`config.mk`:
```
export PLATFORM = sky130hd
export DESIGN_NAME = mux_rr_arbiter
export DESIGN_NICKNAME = d
export VERILOG_FILES = /design/src/rtl/mux_arb_pkg.sv /design/src/rtl/rr_pick.sv /design/src/rtl/mux_rr_arbiter.sv
export SDC_FILE = /design/constraint.sdc
export NUM_CORES = 1
export LEC_CHECK = 0
export BUFFER_PORTS_ARGS = -buffer_cell sky130_fd_sc_hd__buf_2
export CELL_PAD_IN_SITES_DETAIL_PLACEMENT = 0
export CELL_PAD_IN_SITES_GLOBAL_PLACEMENT = 2
export CORE_MARGIN = 2
export CORE_UTILIZATION = 25
export CTS_CLUSTER_DIAMETER = 150
export DETAILED_ROUTE_END_ITERATION = 12
export GPL_TIMING_DRIVEN = 1
export PLACE_DENSITY = 0.7
export SLEW_MARGIN = 0
export SYNTH_ARGS = -nofsm -noshare
export SYNTH_HDL_FRONTEND = slang
export SYNTH_HIERARCHICAL = 1
export SYNTH_SLANG_ARGS = --single-unit
```
`constraint.sdc`:
```
create_clock -name clk -period 5.1 [get_ports clk]
set_input_delay 0.765 -clock clk [delete_from_list [all_inputs] [get_ports clk]]
set_output_delay 0.765 -clock clk [all_outputs]
set_load 0.01 [all_outputs]
```
`src/rtl/mux_arb_pkg.sv`:
```
// mux_arb_pkg: shared state type and index helper for the round-robin mux arbiter.
package mux_arb_pkg;
    typedef enum logic {ARB_IDLE, ARB_GRANT} arb_state_t;
    function automatic int wrap_inc(input int idx, input int n);
        return (idx + 1 >= n) ? 0 : idx + 1;
    endfunction
endpackage

```
`src/rtl/rr_pick.sv`:
```
// rr_pick: combinational round-robin search for the first requester at or after ptr, modulo INPS.
module rr_pick #(
    parameter int INPS = 5,
    localparam int SW = $clog2(INPS)
) (
    input  logic [INPS-1:0] req,
    input  logic [SW-1:0]   ptr,
    output logic [SW-1:0]   winner,
    output logic            any
);
    logic [SW-1:0] w_idx [INPS];
    for (genvar k = 0; k < INPS; k++) begin : g_idx
        assign w_idx[k] = SW'((int'(ptr) + k) % INPS);
    end
    // Scan from lowest priority upward so the highest-priority hit is written last.
    always_comb begin
        winner = '0;
        any = |req;
        for (int k = INPS - 1; k >= 0; k--)
            if (req[w_idx[k]]) winner = w_idx[k];
    end
endmodule

```
`src/rtl/mux_rr_arbiter.sv`:
```
// mux_rr_arbiter: round-robin arbiter with hold limit steering w[sel] to f while a grant is held.
module mux_rr_arbiter
    import mux_arb_pkg::*;
#(
    parameter int INPS = 5,
    parameter int MAX_HOLD = 4,
    localparam int SW = $clog2(INPS),
    localparam int CW = (MAX_HOLD == 0) ? 1 : $clog2(MAX_HOLD + 1)
) (
    input  logic            clk,
    input  logic            rst,
    input  logic [INPS-1:0] req,
    input  logic [INPS-1:0] w,
    output logic [INPS-1:0] gnt,
    output logic [SW-1:0]   sel,
    output logic            valid,
    output logic            f
);
    arb_state_t      r_state, w_state_n;
    logic [SW-1:0]   r_sel, w_sel_n, r_ptr, w_ptr_n, w_pick_ptr, w_win;
    logic [INPS-1:0] r_gnt, w_gnt_n;
    logic [CW-1:0]   r_cnt, w_cnt_n;
    logic            w_any, w_rel;

    // During GRANT the search starts just past the holder, which is where ptr lands on release.
    assign w_pick_ptr = (r_state == ARB_GRANT) ? SW'(wrap_inc(int'(r_sel), INPS)) : r_ptr;

    rr_pick #(.INPS(INPS)) u_pick (
        .req(req),
        .ptr(w_pick_ptr),
        .winner(w_win),
        .any(w_any)
    );

    assign w_rel = !req[r_sel] || (MAX_HOLD != 0 && r_cnt == CW'(MAX_HOLD));

    always_comb begin
        w_state_n = r_state;
        w_sel_n = r_sel;
        w_gnt_n = r_gnt;
        w_ptr_n = r_ptr;
        w_cnt_n = r_cnt;
        if (r_state == ARB_IDLE || w_rel) begin
            if (r_state == ARB_GRANT) w_ptr_n = w_pick_ptr;
            if (w_any) begin
                w_state_n = ARB_GRANT;
                w_sel_n = w_win;
                w_gnt_n = INPS'(1) << w_win;
                w_cnt_n = CW'(1);
            end else begin
                w_state_n = ARB_IDLE;
                w_gnt_n = '0;
                w_cnt_n = '0;
            end
        end else if (MAX_HOLD != 0 && r_cnt != CW'(MAX_HOLD)) begin
            w_cnt_n = r_cnt + CW'(1);
        end
    end

    always_ff @(posedge clk or posedge rst) begin
        if (rst) begin
            r_state <= ARB_IDLE;
            r_sel <= '0;
            r_gnt <= '0;
            r_ptr <= '0;
            r_cnt <= '0;
        end else begin
            r_state <= w_state_n;
            r_sel <= w_sel_n;
            r_gnt <= w_gnt_n;
            r_ptr <= w_ptr_n;
            r_cnt <= w_cnt_n;
        end
    end

    assign gnt = r_gnt;
    assign sel = r_sel;
    assign valid = (r_state == ARB_GRANT);
    assign f = valid ? w[r_sel] : 1'b0;
endmodule

```
# [After elaboration in Yosys (flattened, before gate mapping)]
# Index checks and enable logic that the tools add are counted.
[classes] shifts=1 bitwise_logic=1 n_div=5 reduce_logical=7 order_cmp=7 mux=27 mul=0 n_addsub=6 eq_ne=2
[ops] cell="$mod A32 B4 Y32 const B" n=4
[ops] cell="$mod A4 B4 Y32 const B" n=1
[ops] cell="$mux W3" n=9
[ops] cell="$lt A3 B4 Y1 const B" n=6
[ops] cell="$bmux W1 S3" n=7
[ops] cell="$mux W1" n=10
[ops] cell="$add A3 B1 Y4 const B" n=2
[ops] cell="$add A3 B2 Y4 const B" n=2
[ops] cell="$mux W5" n=1
[ops] cell="$reduce_or A5 Y1" n=1
[ops] cell="$shl A1 B3 Y5 const A" n=1
[ops] cell="$add A3 B3 Y4 const B" n=1
[ops] cell="$ge A4 B3 Y1 const B" n=1
[ops] cell="$reduce_and A2 Y1" n=2
[ops] cell="$add A3 B1 Y3 const B" n=1
[ops] cell="$eq A3 B3 Y1 const B" n=1
[ops] cell="$ne A3 B3 Y1 const B" n=1
[ops] cell="$logic_or A1 B1 Y1" n=2
[ops] cell="$reduce_bool A2 Y1" n=1
[ops] cell="$logic_not A1 Y1" n=1
[ops] cell="$not A1 Y1" n=1
[totals] rom_bits=0 output_inout_bits=10 inputBits=12 regBits=15 latchBits=0 memories=0 mem_bits_rw=0

# [Logic depth before layout (Yosys ltp)]
# Gate-level depths: netlist of run 1.
[logic_depth] ltp_word=15 mapped_depth=29

# [Hierarchy]
# Netlist of run 1, hierarchy kept.
[modules_own_cells] mod="rr_pick" instances=1 cells_each=212 area_per_inst_um2=1462.7
[modules_own_cells] mod="mux_rr_arbiter" instances=1 cells_each=88 area_per_inst_um2=930.9

# [Worst setup path after synthesis of run 1]
# No wires, ideal clock.
[synth_path] path_kind="register to register" start="register r_sel[1] (netlist: sel[1])" end="register r_gnt[3] (netlist: gnt[3])" n_path_buf=3 synth_period_minus_slack_ps=5665 path_stages_with_launch=26 slack_ps=-565 arrival_ps=5540 required_ps=4975 setup_time_ps=125 cell_sequence="dfrtp_1 -> ha_1 -> a21boi_0 -> o211ai_1 -> nor2_1 -> a21o_1 -> buf_2 -> buf_1 -> inv_1 -> ha_1 -> inv_1 -> ha_1 -> clkbuf_1 -> o21ai_0 -> mux2_4 -> ha_1 -> or4_1 -> a21oi_1 -> nor2_1 -> a32o_1 -> nor2_1 -> nor3_1 -> o41ai_1 -> nor2b_1 -> and3_1 -> mux2_2"
[synth_between] elab_chain_cells=15 elab_cells_between_ends=35 classes_between="add/sub (5); div (5); order compare (1); shift (1); mux (20); reduce/logical (3)"
[synth_rtl] item="from (decl)" line="mux_rr_arbiter.sv:20" source="logic [SW-1:0] r_sel, w_sel_n, r_ptr, w_ptr_n, w_pick_ptr, w_win;"
[synth_rtl] item="from (signal assigned)" line="mux_rr_arbiter.sv:69" source="r_sel <= w_sel_n;"
[synth_rtl] item="$add A3 B1 Y4 (*)" line="mux_arb_pkg.sv:5" source="return (idx + 1 >= n) ? 0 : idx + 1;"
[synth_rtl] item="$ge A4 B3 Y1 (*)" line="mux_arb_pkg.sv:5"
[synth_rtl] item="$mux W3 (*)" line="mux_arb_pkg.sv:5"
[synth_rtl] item="$mux W3 (*)" line="mux_rr_arbiter.sv:26" source="assign w_pick_ptr = (r_state == ARB_GRANT) ? SW'(wrap_inc(int'(r_sel), INPS)) : r_ptr;"
[synth_rtl] item="net w_pick_ptr[0]" line="mux_rr_arbiter.sv:20"
[synth_rtl] item="$add A3 B3 Y4" line="rr_pick.sv:13" source="assign w_idx[k] = SW'((int'(ptr) + k) % INPS);"
[synth_rtl] item="$mod A32 B4 Y32" line="rr_pick.sv:13"
[synth_rtl] item="$bmux W1 S3" line="rr_pick.sv:20" source="if (req[w_idx[k]]) winner = w_idx[k];"
[synth_rtl] item="$mux W1 (implied by the code)" line="rr_pick.sv:20"
[synth_rtl] item="$mux W3 (4 in series)" line="rr_pick.sv:20"
[synth_rtl] item="$mux W3 (*)" line="rr_pick.sv:20"
[synth_rtl] item="net w_win[2]" line="mux_rr_arbiter.sv:20"
[synth_rtl] item="$shl A1 B3 Y5 (*)" line="mux_rr_arbiter.sv:48" source="w_gnt_n = INPS'(1) << w_win;"
[synth_rtl] item="$mux W5 (*)" line="mux_rr_arbiter.sv:45" source="if (w_any) begin"
[synth_rtl] item="to (signal assigned)" line="mux_rr_arbiter.sv:70" source="r_gnt <= w_gnt_n;"
[synth_rtl] item="to (decl)" line="mux_rr_arbiter.sv:21" source="logic [INPS-1:0] r_gnt, w_gnt_n;"
# The timed path passes the listed nets; every way through them passes the cells marked *. The select of a mux whose other input is x is not followed.
# A chain may end at the register's enable or synchronous reset.

# [Final worst setup path of run 1]
[layout_path] start="register r_sel[0] (netlist: sel[0])" end="register r_gnt[3] (netlist: gnt[3])"
[layout_between] elab_chain_cells=15 elab_cells_between_ends=35 classes_between="add/sub (5); div (5); order compare (1); shift (1); mux (20); reduce/logical (3)"
[layout_rtl] item="$add A3 B1 Y4 (*)" line="mux_arb_pkg.sv:5"
[layout_rtl] item="$ge A4 B3 Y1" line="mux_arb_pkg.sv:5"
[layout_rtl] item="$mux W3 (*)" line="mux_arb_pkg.sv:5"
[layout_rtl] item="$mux W3 (*)" line="mux_rr_arbiter.sv:26"
[layout_rtl] item="net w_pick_ptr[1]" line="mux_rr_arbiter.sv:20"
[layout_rtl] item="$add A3 B3 Y4" line="rr_pick.sv:13"
[layout_rtl] item="$mod A32 B4 Y32" line="rr_pick.sv:13"
[layout_rtl] item="$bmux W1 S3" line="rr_pick.sv:20"
[layout_rtl] item="$mux W1 (implied by the code)" line="rr_pick.sv:20"
[layout_rtl] item="$mux W3 (4 in series)" line="rr_pick.sv:20"
[layout_rtl] item="$mux W3 (*)" line="rr_pick.sv:20"
[layout_rtl] item="net w_win[2]" line="mux_rr_arbiter.sv:20"
[layout_rtl] item="$shl A1 B3 Y5 (*)" line="mux_rr_arbiter.sv:48"
[layout_rtl] item="$mux W5 (*)" line="mux_rr_arbiter.sv:45"
# Marks and branches as above.

==> results of run 1 <==
==> worst max-delay path, stage by stage, from the launching register on <==
cell                       delay [ns]
sky130_fd_sc_hd__dfrtp_1         0.42
sky130_fd_sc_hd__ha_2            0.21
sky130_fd_sc_hd__a21boi_0        0.12
sky130_fd_sc_hd__o211ai_1        0.21
sky130_fd_sc_hd__nor2_1          0.08
sky130_fd_sc_hd__a21o_1          0.20
sky130_fd_sc_hd__buf_4           0.20
sky130_fd_sc_hd__ha_2            0.23
sky130_fd_sc_hd__a21oi_4         0.18
sky130_fd_sc_hd__inv_2           0.09
sky130_fd_sc_hd__mux2_4          0.36
sky130_fd_sc_hd__ha_4            0.19
sky130_fd_sc_hd__or4_1           0.52
sky130_fd_sc_hd__a21oi_2         0.20
sky130_fd_sc_hd__nor2_2          0.08
sky130_fd_sc_hd__a32o_2          0.30
sky130_fd_sc_hd__nor2_1          0.11
sky130_fd_sc_hd__nor3_1          0.08
sky130_fd_sc_hd__o41ai_4         0.43
sky130_fd_sc_hd__nor2b_2         0.10
sky130_fd_sc_hd__and3_1          0.19
sky130_fd_sc_hd__mux2_2          0.25
==> path summary, 6_finish.rpt <==
| path | from | endpoint | slack (ns) | cells after the start |
|---|---|---|---|---|
| min in group asynchronous | rst | r_cnt[2] | 0.57 | 2 |
| max | sel[0] | gnt[3] | 0.25 | 21 |
| min reg2reg | r_ptr[2] | r_ptr[2] | 0.51 | 1 |
| min | r_ptr[2] | r_ptr[2] | 0.51 | 1 |
| max in group asynchronous | rst | sel[1] | 4.09 | 2 |
| max reg2reg | sel[0] | gnt[3] | 0.25 | 21 |
==> through the flow <==
| step | instances | instance area, um2 | hold slack, ns | setup TNS [ns] | utilization, % |
|---|---|---|---|---|---|
| final | 458 | 2910 | 0.508 | 0 | 31.4 |
| after global routing | 458 | 2910 | 0.524 | -0.0687 | 31.4 |
| after CTS | 455 | 2790 | 0.510 | 0 | 30.0 |
| after detailed placement | 451 | 2740 | 0.487 | 0 | 29.5 |
| after global placement | 451 | 2740 | 0.487 | 0 | 29.5 |
| after floorplan | 300 | 2450 | 0.467 | 0 | - |
==> area by class of cell <==
cell class / instances / share of cell area, %
clock buffers: 3 / 1.42
clock inverters: 1 / 0.172
inverters: 23 / 3.14
multi-input cells: 245 / 67.8
flip-flops and latches: 15 / 12.9
well taps: 129 / 5.54
repair buffers: 42 / 9.02
==> cell usage in the layout (no fill, tap or decap), types with 4 or more instances in the layout <==
cell type                  count
sky130_fd_sc_hd__nor2_1       22
sky130_fd_sc_hd__nand2_1      21
sky130_fd_sc_hd__buf_2        21
sky130_fd_sc_hd__buf_4        21
sky130_fd_sc_hd__inv_1        20
sky130_fd_sc_hd__a21oi_1      19
sky130_fd_sc_hd__o21ai_0      17
sky130_fd_sc_hd__ha_1         17
sky130_fd_sc_hd__dfrtp_1      14
sky130_fd_sc_hd__mux2i_1      13
sky130_fd_sc_hd__nand2b_1      6
sky130_fd_sc_hd__mux2_4        6
sky130_fd_sc_hd__mux2_2        6
sky130_fd_sc_hd__xnor2_1       5
sky130_fd_sc_hd__nor3_1        5
sky130_fd_sc_hd__o211ai_1      5
sky130_fd_sc_hd__and2_1        4
sky130_fd_sc_hd__a21o_1        4
sky130_fd_sc_hd__or2_2         4
sky130_fd_sc_hd__nand3_1       4
sky130_fd_sc_hd__and3_1        4
sky130_fd_sc_hd__ha_2          4
==> sequential cells by signal, indices dropped and copies added, names as in the netlist <==
name   count
gnt        5
r_cnt      3
r_ptr      3
sel        3
valid      1
==> kinds of logic after synthesis <==
logic type	after synthesis
AO/OA/AOI/OAI	91
XOR/XNOR	8
adder cells (fa/ha/maj)	24
buffers and inverters	40
flip-flops	15
multiplexers	27
AND/OR/NAND/NOR	95
==> routing by layer <==
metal | GRT usage, % | wire length [um] | up-vias
met5 | 0 | 0 | -
met4 | 1.33 | 25 | 0
met3 | 1.57 | 180 | 4
met2 | 22.7 | 3220 | 36
met1 | 18.1 | 3280 | 1143
li1 | - | - | 1161
==> timing repair <==
action,4_1_cts,5_1_grt
setup buffers,0,3
resized for setup,0,23
endpoints found under the setup margin,0,7
hold buffers,0,0
==> impl_metrics.json, run 1 <==
{
  "clock_tree.htree_level_count": 1,
  "ys_warn_count": 6,
  "finalMaxSlewViolations": 0,
  "total_area_of_multi_input_combinational_cells_um2": 1970,
  "diodes": 0,
  "synth-edff-count": 0,
  "worst_ep_required_time_ns": 5.24,
  "final_worst_path_cycle_share_pct": 95.1,
  "grt.overflow.total": 0,
  "synthAdderAreaFrac_pct": 12.5,
  "largest_family_of_logic_cells_by_synthesized_area": "compound AO/OA/AOI/OAI gates",
  "numCtsBuffers": 3,
  "flow.area_growth_from_synthesis_pct": 21.6,
  "synthSimpleGateAreaFrac_pct": 20.7,
  "synth_area_um2": 2390,
  "timing.critical_path.arrival_ns": 5.00,
  "io_pins": 22,
  "worst_setup_hold_path_clk_slew_ns": 0.07,
  "worst_slew_margin_rel_pct": 58.8,
  "final.min_clock_period_ns": 4.85,
  "cts.path.max_buffers": 2,
  "timing_worst_slew_pin_value_ns": 0.617,
  "fp.dieH_um": 102,
  "final_skew_ns": 0.00394,
  "layout.nets": 366,
  "crit_type": "reg -> reg",
  "via_per_inst": 5.12,
  "ant_nets": 0,
  "final.fill_count": 1027,
  "layout-drive-gt1-share_pct": 29.5,
  "cts_tree": "done",
  "synthMostInstantiatedCell": "sky130_fd_sc_hd__ha_1",
  "ys_seq_area_share_pct": 15.7,
  "drt_first_iter_violations": 87,
  "post_synth_inst_count": 300,
  "die_width_um": 102,
  "timing.final.hold_violations": 0,
  "finalWirelength_um": 6710,
  "routabilityCongestion": 0.855,
  "final.setup.worst_slack_ns": 0.248,
  "preCtsSetupSlack_ns": 0.127,
  "final_setup_violation_count": 0,
  "grt_antenna_before_repair": 0,
  "final-seq-area_um2": 377,
  "post_synthesis_compound_gate_area_fraction_pct": 26.8,
  "critical_path_peak_fanout": 10,
  "rows": 35,
  "cp-start-kind": "flip-flop",
  "max-cap-violations": 0,
  "post_synth_num_cell_types": 70,
  "floorplan.initialDensity_pct": 25.8,
  "numClockSinks": 15,
  "routedWlPerCell_um": 14.6,
  "postSynth.asyncResetShare_pct": 100,
  "syn_area_per_cell_um2": 7.98,
  "grt_use_total_pct": 13.1,
  "floorplan.core_area_um2": 9280,
  "first_global_vias": 2242,
  "synthDominantAreaCellType": "sky130_fd_sc_hd__dfrtp_1",
  "netlist.area_leader.share_pct": 15.7,
  "syn_nets": 336,
  "die_area_um2": 10400,
  "drt_pre_antenna_iters": 4,
  "root_buffer": "sky130_fd_sc_hd__clkbuf_8",
  "synth_top_flop_cell": "sky130_fd_sc_hd__dfrtp_1",
  "worst_skew_pair.late_latency_ns": 0.25,
  "synthMuxAreaShare_pct": 13.4,
  "status": "finished clean",
  "rsz0062_at_grt": "yes",
  "drc_errors": 0,
  "critPathCaptureType": "flip-flop",
  "hold_path.class": "reg -> reg",
  "highest_attainable_clock_frequency_mhz": 206,
  "post_synth_most_frequent_cells": "sky130_fd_sc_hd__ha_1 (24), sky130_fd_sc_hd__nor2_1 (23), sky130_fd_sc_hd__inv_1 (22), sky130_fd_sc_hd__nand2_1 (22), sky130_fd_sc_hd__a21oi_1 (20)",
  "netlist_top_cells_area": "sky130_fd_sc_hd__dfrtp_1 (16%), sky130_fd_sc_hd__ha_1 (13%), sky130_fd_sc_hd__mux2i_1 (5.9%)",
  "synth_seq_cells": 15,
  "grt_pass1_wl_um": 11000,
  "dp.final_hpwl_um": 5270,
  "routed-via-count": 2344,
  "grt_start_max_net_pins": 21,
  "xor_xnor_cell_area_share_of_the_yosys_netlist_pct": 3.24,
  "io_buffer_count": 21
}
Power of run 1 is left out: the tool's default activity adds up to more than one toggle a clock period on the data nets, which glitch-free logic cannot reach.
==> inputs of run 2 (changes only) <==
Settings changed: PLACE_DENSITY 0.7 to 0.68.
Clock period 5.1 ns to 4.5 ns, I/O delays scaled along.
==> impl_metrics.json, run 2 (synthesis gave the netlist of run 1 again) <==
{
  "worstRegToRegCells": 23,
  "numCtsBuffers": 3,
  "rows": 35,
  "final.min_clock_period_ns": 4.76,
  "highest_attainable_clock_frequency_mhz": 210,
  "cts_tree": "done",
  "io_pins": 22,
  "drc_errors": 0,
  "numClockSinks": 15,
  "floorplan.core_area_um2": 9280,
  "crit_type": "reg -> reg",
  "drt_first_iter_violations": 53,
  "io_buffer_count": 21,
  "routed-via-count": 2516,
  "worst_setup_hold_path_clk_slew_ns": 0.06,
  "root_buffer": "sky130_fd_sc_hd__clkbuf_8",
  "mostFrequentLayoutCell": "sky130_fd_sc_hd__buf_4",
  "largest_register_ffs": 5,
  "grt_antenna_before_repair": 0,
  "violations": "setup timing",
  "dp.final_hpwl_um": 5830,
  "critPathCaptureType": "flip-flop",
  "max-cap-violations": 0,
  "ant_nets": 0,
  "worst_ep_required_time_ns": 4.63,
  "flow.area_growth_from_synthesis_pct": 47.3,
  "drt_pre_antenna_iters": 4,
  "routabilityCongestion": 0.853,
  "reg2reg_setup_slack_ns": -0.26,
  "cts.path.max_buffers": 2,
  "final.setup.worst_slack_ns": -0.263,
  "preCtsSetupSlack_ns": -0.341,
  "status": "complete, but fails checks",
  "via_per_inst": 4.89,
  "fin_tns_setup_ns": -1.23,
  "floorplan.initialDensity_pct": 25.8,
  "layout.nets": 423,
  "final_setup_violation_count": 7,
  "timing_worst_slew_pin_value_ns": 0.592,
  "worst_slew_margin_rel_pct": 60.5,
  "clock_tree.htree_level_count": 1,
  "grt.overflow.total": 0,
  "placed_area_um2": 3170,
  "hold_path.class": "in -> async",
  "critical_path_peak_fanout": 4,
  "setup.worst_path.end": "gnt[3]",
  "worst_skew_pair.late_latency_ns": 0.25,
  "first_global_vias": 2466,
  "regToRegStartpoint": "sel[0]",
  "cp-start-kind": "flip-flop",
  "fin_hold_ws_ns": 0.484,
  "fp.dieH_um": 102,
  "diodes": 0,
  "die_area_um2": 10400,
  "finalInstanceArea_um2": 3530,
  "final_worst_path_cycle_share_pct": 106,
  "timing.final.hold_violations": 0,
  "grt_use_total_pct": 14.7,
  "finalMaxSlewViolations": 0,
  "timing.critical_path.arrival_ns": 4.89,
  "layout-drive-gt1-share_pct": 45.1,
  "critPathLaunch": "sel[0]",
  "grt_start_max_net_pins": 16,
  "die_width_um": 102,
  "layout.cells.most_common_list": "sky130_fd_sc_hd__buf_4 (76), sky130_fd_sc_hd__nand2_1 (21), sky130_fd_sc_hd__buf_2 (21)",
  "final_skew_ns": 0.00239,
  "reg2reg_to": "gnt[3]",
  "routedWlPerCell_um": 14.3,
  "rsz0062_at_grt": "yes",
  "finalWirelength_um": 7390,
  "grt_pass1_wl_um": 12000
}
[run 2: through the flow]
stage	std cells	util, %
2_1_floorplan	300	-
3_3_place_gp	501	34.1
5_1_grt	515	38.0
3_5_place_dp	501	34.1
6_report	515	38.0
4_1_cts	510	36.1
[run 2: final cells by class]
class	count	area (um2)
Timing Repair Buffer	99	707
Fill cell	974	5760
Inverter	23	91.3
Tap cell	129	161
Clock buffer	4	45.0
Multi-Input combinational cell	245	2140
Sequential cell	15	378
[run 2: worst min path at each step]
stage / endpoint / slack, ns / from / depth (start not counted)
after floorplan: r_ptr[2] / 0.47 / r_ptr[2] / 1
after global placement: gnt[1] / 0.49 / gnt[1] / 1
after detailed placement: gnt[1] / 0.49 / gnt[1] / 1
after CTS: gnt[2] / 0.50 / rst / 2
after global routing: gnt[1] / 0.53 / rst / 2
final: gnt[1] / 0.48 / rst / 2
[run 2: layer usage]
layer  GRT usage [%]  share of wire, %
met2            26.2                50
met3            2.19               2.0
met5               0                 0
met1            18.7                46
met4            3.18               1.3
[run 2: repair_timing]
item / 4_1_cts / 5_1_grt
setup endpoints to repair: 8 / 8
hold buffers: 0 / 0
pin swaps: 11 / 24
setup buffers: 5 / 5
resized for setup: 22 / 25
cloned: 0 / 0
[run 2: critical path, cell delays in order, from the launching register on]
cell                       delay (ns)
sky130_fd_sc_hd__dfrtp_2         0.44
sky130_fd_sc_hd__ha_4            0.16
sky130_fd_sc_hd__a21boi_1        0.12
sky130_fd_sc_hd__o211ai_1        0.23
sky130_fd_sc_hd__nor2_1          0.10
sky130_fd_sc_hd__a21o_1          0.21
sky130_fd_sc_hd__inv_2           0.13
sky130_fd_sc_hd__ha_4            0.16
sky130_fd_sc_hd__inv_4           0.04
sky130_fd_sc_hd__ha_4            0.27
sky130_fd_sc_hd__o21ai_2         0.05
sky130_fd_sc_hd__mux2_4          0.29
sky130_fd_sc_hd__ha_4            0.18
sky130_fd_sc_hd__or4_4           0.49
sky130_fd_sc_hd__a21oi_4         0.21
sky130_fd_sc_hd__nor2_4          0.06
sky130_fd_sc_hd__a32o_2          0.31
sky130_fd_sc_hd__nor2_4          0.10
sky130_fd_sc_hd__nor3_4          0.06
sky130_fd_sc_hd__o41ai_4         0.39
sky130_fd_sc_hd__buf_4           0.19
sky130_fd_sc_hd__nor2b_4         0.04
sky130_fd_sc_hd__and3_4          0.16
sky130_fd_sc_hd__mux2_4          0.25
Power of run 2 is left out for the same reason.
==> inputs of run 3 (changes only) <==
Settings changed: ABC_AREA set to 1, ABC_CLOCK_PERIOD_IN_PS set to 4500, PLACE_DENSITY 0.68 to 0.73.
==> impl_metrics.json, run 3 <==
{
  "via_per_inst": 4.55,
  "io_pins": 22,
  "reg2reg_setup_slack_ns": 0.17,
  "status": "finished clean",
  "critPathCaptureType": "flip-flop",
  "routedWlPerCell_um": 12.2,
  "whs_path_depth": 2,
  "finalMaxSlewViolations": 0,
  "max-cap-violations": 0,
  "reg2reg_to": "gnt[3]",
  "final.min_clock_period_ns": 4.33,
  "grt_pass1_wl_um": 10700,
  "worst_path_max_delay_cell": "sky130_fd_sc_hd__dfrtp_2",
  "layout.nets": 463,
  "timing.critical_path.arrival_ns": 4.51,
  "die_width_um": 98.9,
  "cp-start-kind": "flip-flop",
  "layout.cells.most_common_list": "sky130_fd_sc_hd__nand2_1 (108), sky130_fd_sc_hd__buf_4 (41), sky130_fd_sc_hd__inv_1 (39)",
  "crit_type": "reg -> reg",
  "hold_path.class": "reg -> reg",
  "ys_seq_area_share_pct": 16.7,
  "critical_path_peak_fanout": 7,
  "rows": 34,
  "first_global_vias": 2323,
  "netlist.area_leader.share_pct": 20.5,
  "post_synth_inst_count": 364,
  "final.fill_count": 912,
  "placedCellCount": 516,
  "layout-drive-gt1-share_pct": 37.3,
  "highest_attainable_clock_frequency_mhz": 231,
  "flow.area_growth_from_synthesis_pct": 41.5,
  "drt_pre_antenna_iters": 4,
  "grt_use_total_pct": 13.1,
  "crit_buf_inv": 6,
  "clock_tree.htree_level_count": 1,
  "final-seq-area_um2": 378,
  "worst_skew_pair.late_latency_ns": 0.25,
  "fp.dieH_um": 98.9,
  "cts_tree": "done",
  "grt_antenna_before_repair": 0,
  "floorplan.initialDensity_pct": 25.8,
  "regToRegStartpoint": "sel[0]",
  "final_skew_ns": 0.00209,
  "synthMostInstantiatedCell": "sky130_fd_sc_hd__nand2_1",
  "rsz0062_at_grt": "yes",
  "timing_worst_slew_pin_value_ns": 0.589,
  "syn_area_per_cell_um2": 6.18,
  "worst_min_path_start": "r_ptr[1]",
  "root_buffer": "sky130_fd_sc_hd__clkbuf_8",
  "post_synth_num_cell_types": 36,
  "synthDominantAreaCellType": "sky130_fd_sc_hd__nand2_1",
  "largest_register_ffs": 5,
  "final_worst_path_cycle_share_pct": 96.3,
  "final_core_utilization_pct": 36.5,
  "finalWirelength_um": 6490,
  "worst_slew_margin_rel_pct": 60.7,
  "worst_setup_hold_path_clk_slew_ns": 0.06,
  "post_synth_most_frequent_cells": "sky130_fd_sc_hd__nand2_1 (123), sky130_fd_sc_hd__inv_1 (49), sky130_fd_sc_hd__nand3_1 (39), sky130_fd_sc_hd__ha_1 (24), sky130_fd_sc_hd__o21ai_0 (16)",
  "final_cell_count_no_fill": 534,
  "mostFrequentLayoutCell": "sky130_fd_sc_hd__nand2_1",
  "fin_hold_ws_ns": 0.471,
  "dp.final_hpwl_um": 5100,
  "drc_errors": 0,
  "hold_path_end": "r_ptr[1]",
  "routed-via-count": 2428,
  "routabilityCongestion": 0.800,
  "synth-edff-count": 0,
  "worstRegToRegCells": 35,
  "numClockSinks": 15,
  "cts.hold.buffers_added": 0,
  "floorplan.core_area_um2": 8720,
  "finalInstanceArea_um2": 3180,
  "ys_warn_count": 6,
  "io_buffer_count": 21,
  "drt_first_iter_violations": 75,
  "cts.path.max_buffers": 2,
  "grt.overflow.total": 0,
  "diodes": 0,
  "postSynth.asyncResetShare_pct": 100,
  "numCtsBuffers": 3,
  "placed_area_um2": 2730,
  "worst_ep_required_time_ns": 4.67,
  "synth_top_flop_cell": "sky130_fd_sc_hd__dfrtp_1",
  "ant_nets": 0,
  "total_area_of_multi_input_combinational_cells_um2": 1940,
  "critPathTopFamily": "simple AND/OR/NAND/NOR gates",
  "synth_seq_cells": 15,
  "timing.final.hold_violations": 0,
  "grt_start_max_net_pins": 18,
  "worst_path_largest_cell_delay_ns": 0.45,
  "final_setup_violation_count": 0,
  "die_area_um2": 9770,
  "netlist_top_cells_area": "sky130_fd_sc_hd__nand2_1 (21%), sky130_fd_sc_hd__dfrtp_1 (17%), sky130_fd_sc_hd__ha_1 (13%)",
  "synth_area_um2": 2250,
  "syn_nets": 400
}
==> run 3: repair_timing <==
item,CTS,global route
resized for setup,2,67
setup endpoints to repair,4,8
endpoints found under the hold margin,0,0
setup buffers,0,14
pin swaps,1,23
==> run 3: layer usage <==
| layer | part of all wire, % | track usage (%) |
|---|---|---|
| met5 | 0 | 0 |
| met1 | 51 | 18.9 |
| met4 | 2.7 | 5.27 |
| met2 | 44 | 20.2 |
| met3 | 2.3 | 1.06 |
==> run 3: worst max path at each step <==
stage,to,start,slack (ns),cells past startpoint
after floorplan,gnt[1],sel[0],0.003,36
after global placement,gnt[1],sel[0],0.06,33
final,gnt[3],sel[0],0.17,35
after detailed placement,gnt[2],sel[0],-0.07,36
after global routing,gnt[2],sel[1],-0.26,37
after CTS,gnt[2],sel[0],0.002,36
==> run 3: layout make-up <==
type                       instances  share of cell area [%]
clock inverter                     1                   0.157
timing repair buffer              64                    14.2
tap                              108                    4.25
inverter                          56                    7.11
multi-input combinational        287                    61.1
clock buffer                       3                    1.30
sequential                        15                    11.9
==> run 3: worst reg2reg max path, delay by kind of cell (launching register included) <==
kind	cells	cell delay [ns]
simple gates	21	2.10
fa+ha+maj	3	0.57
buf+inv	6	0.49
compound gates	4	0.48
flops	1	0.45
xor+xnor	1	0.18
==> run 3: logic make-up after synthesis <==
family                     synth area share (%)
muxes                                     0.612
AOI/OAI and AO/OA                          10.4
adders and majority gates                  13.3
DFF                                        16.7
xor gates and xnor gates                   2.34
buffers and inverters                      11.6
and+or+nand+nor                            45.0
==> run 3: per-stage QoR <==
stage	worst slack, ns	TNS (ns)
floorplan	0.00271	0
global placement	0.0634	0
detailed placement	-0.0685	-0.0829
CTS	0.00179	0
global route	-0.263	-1.08
finish	0.168	0
Power of run 3 is left out for the same reason.
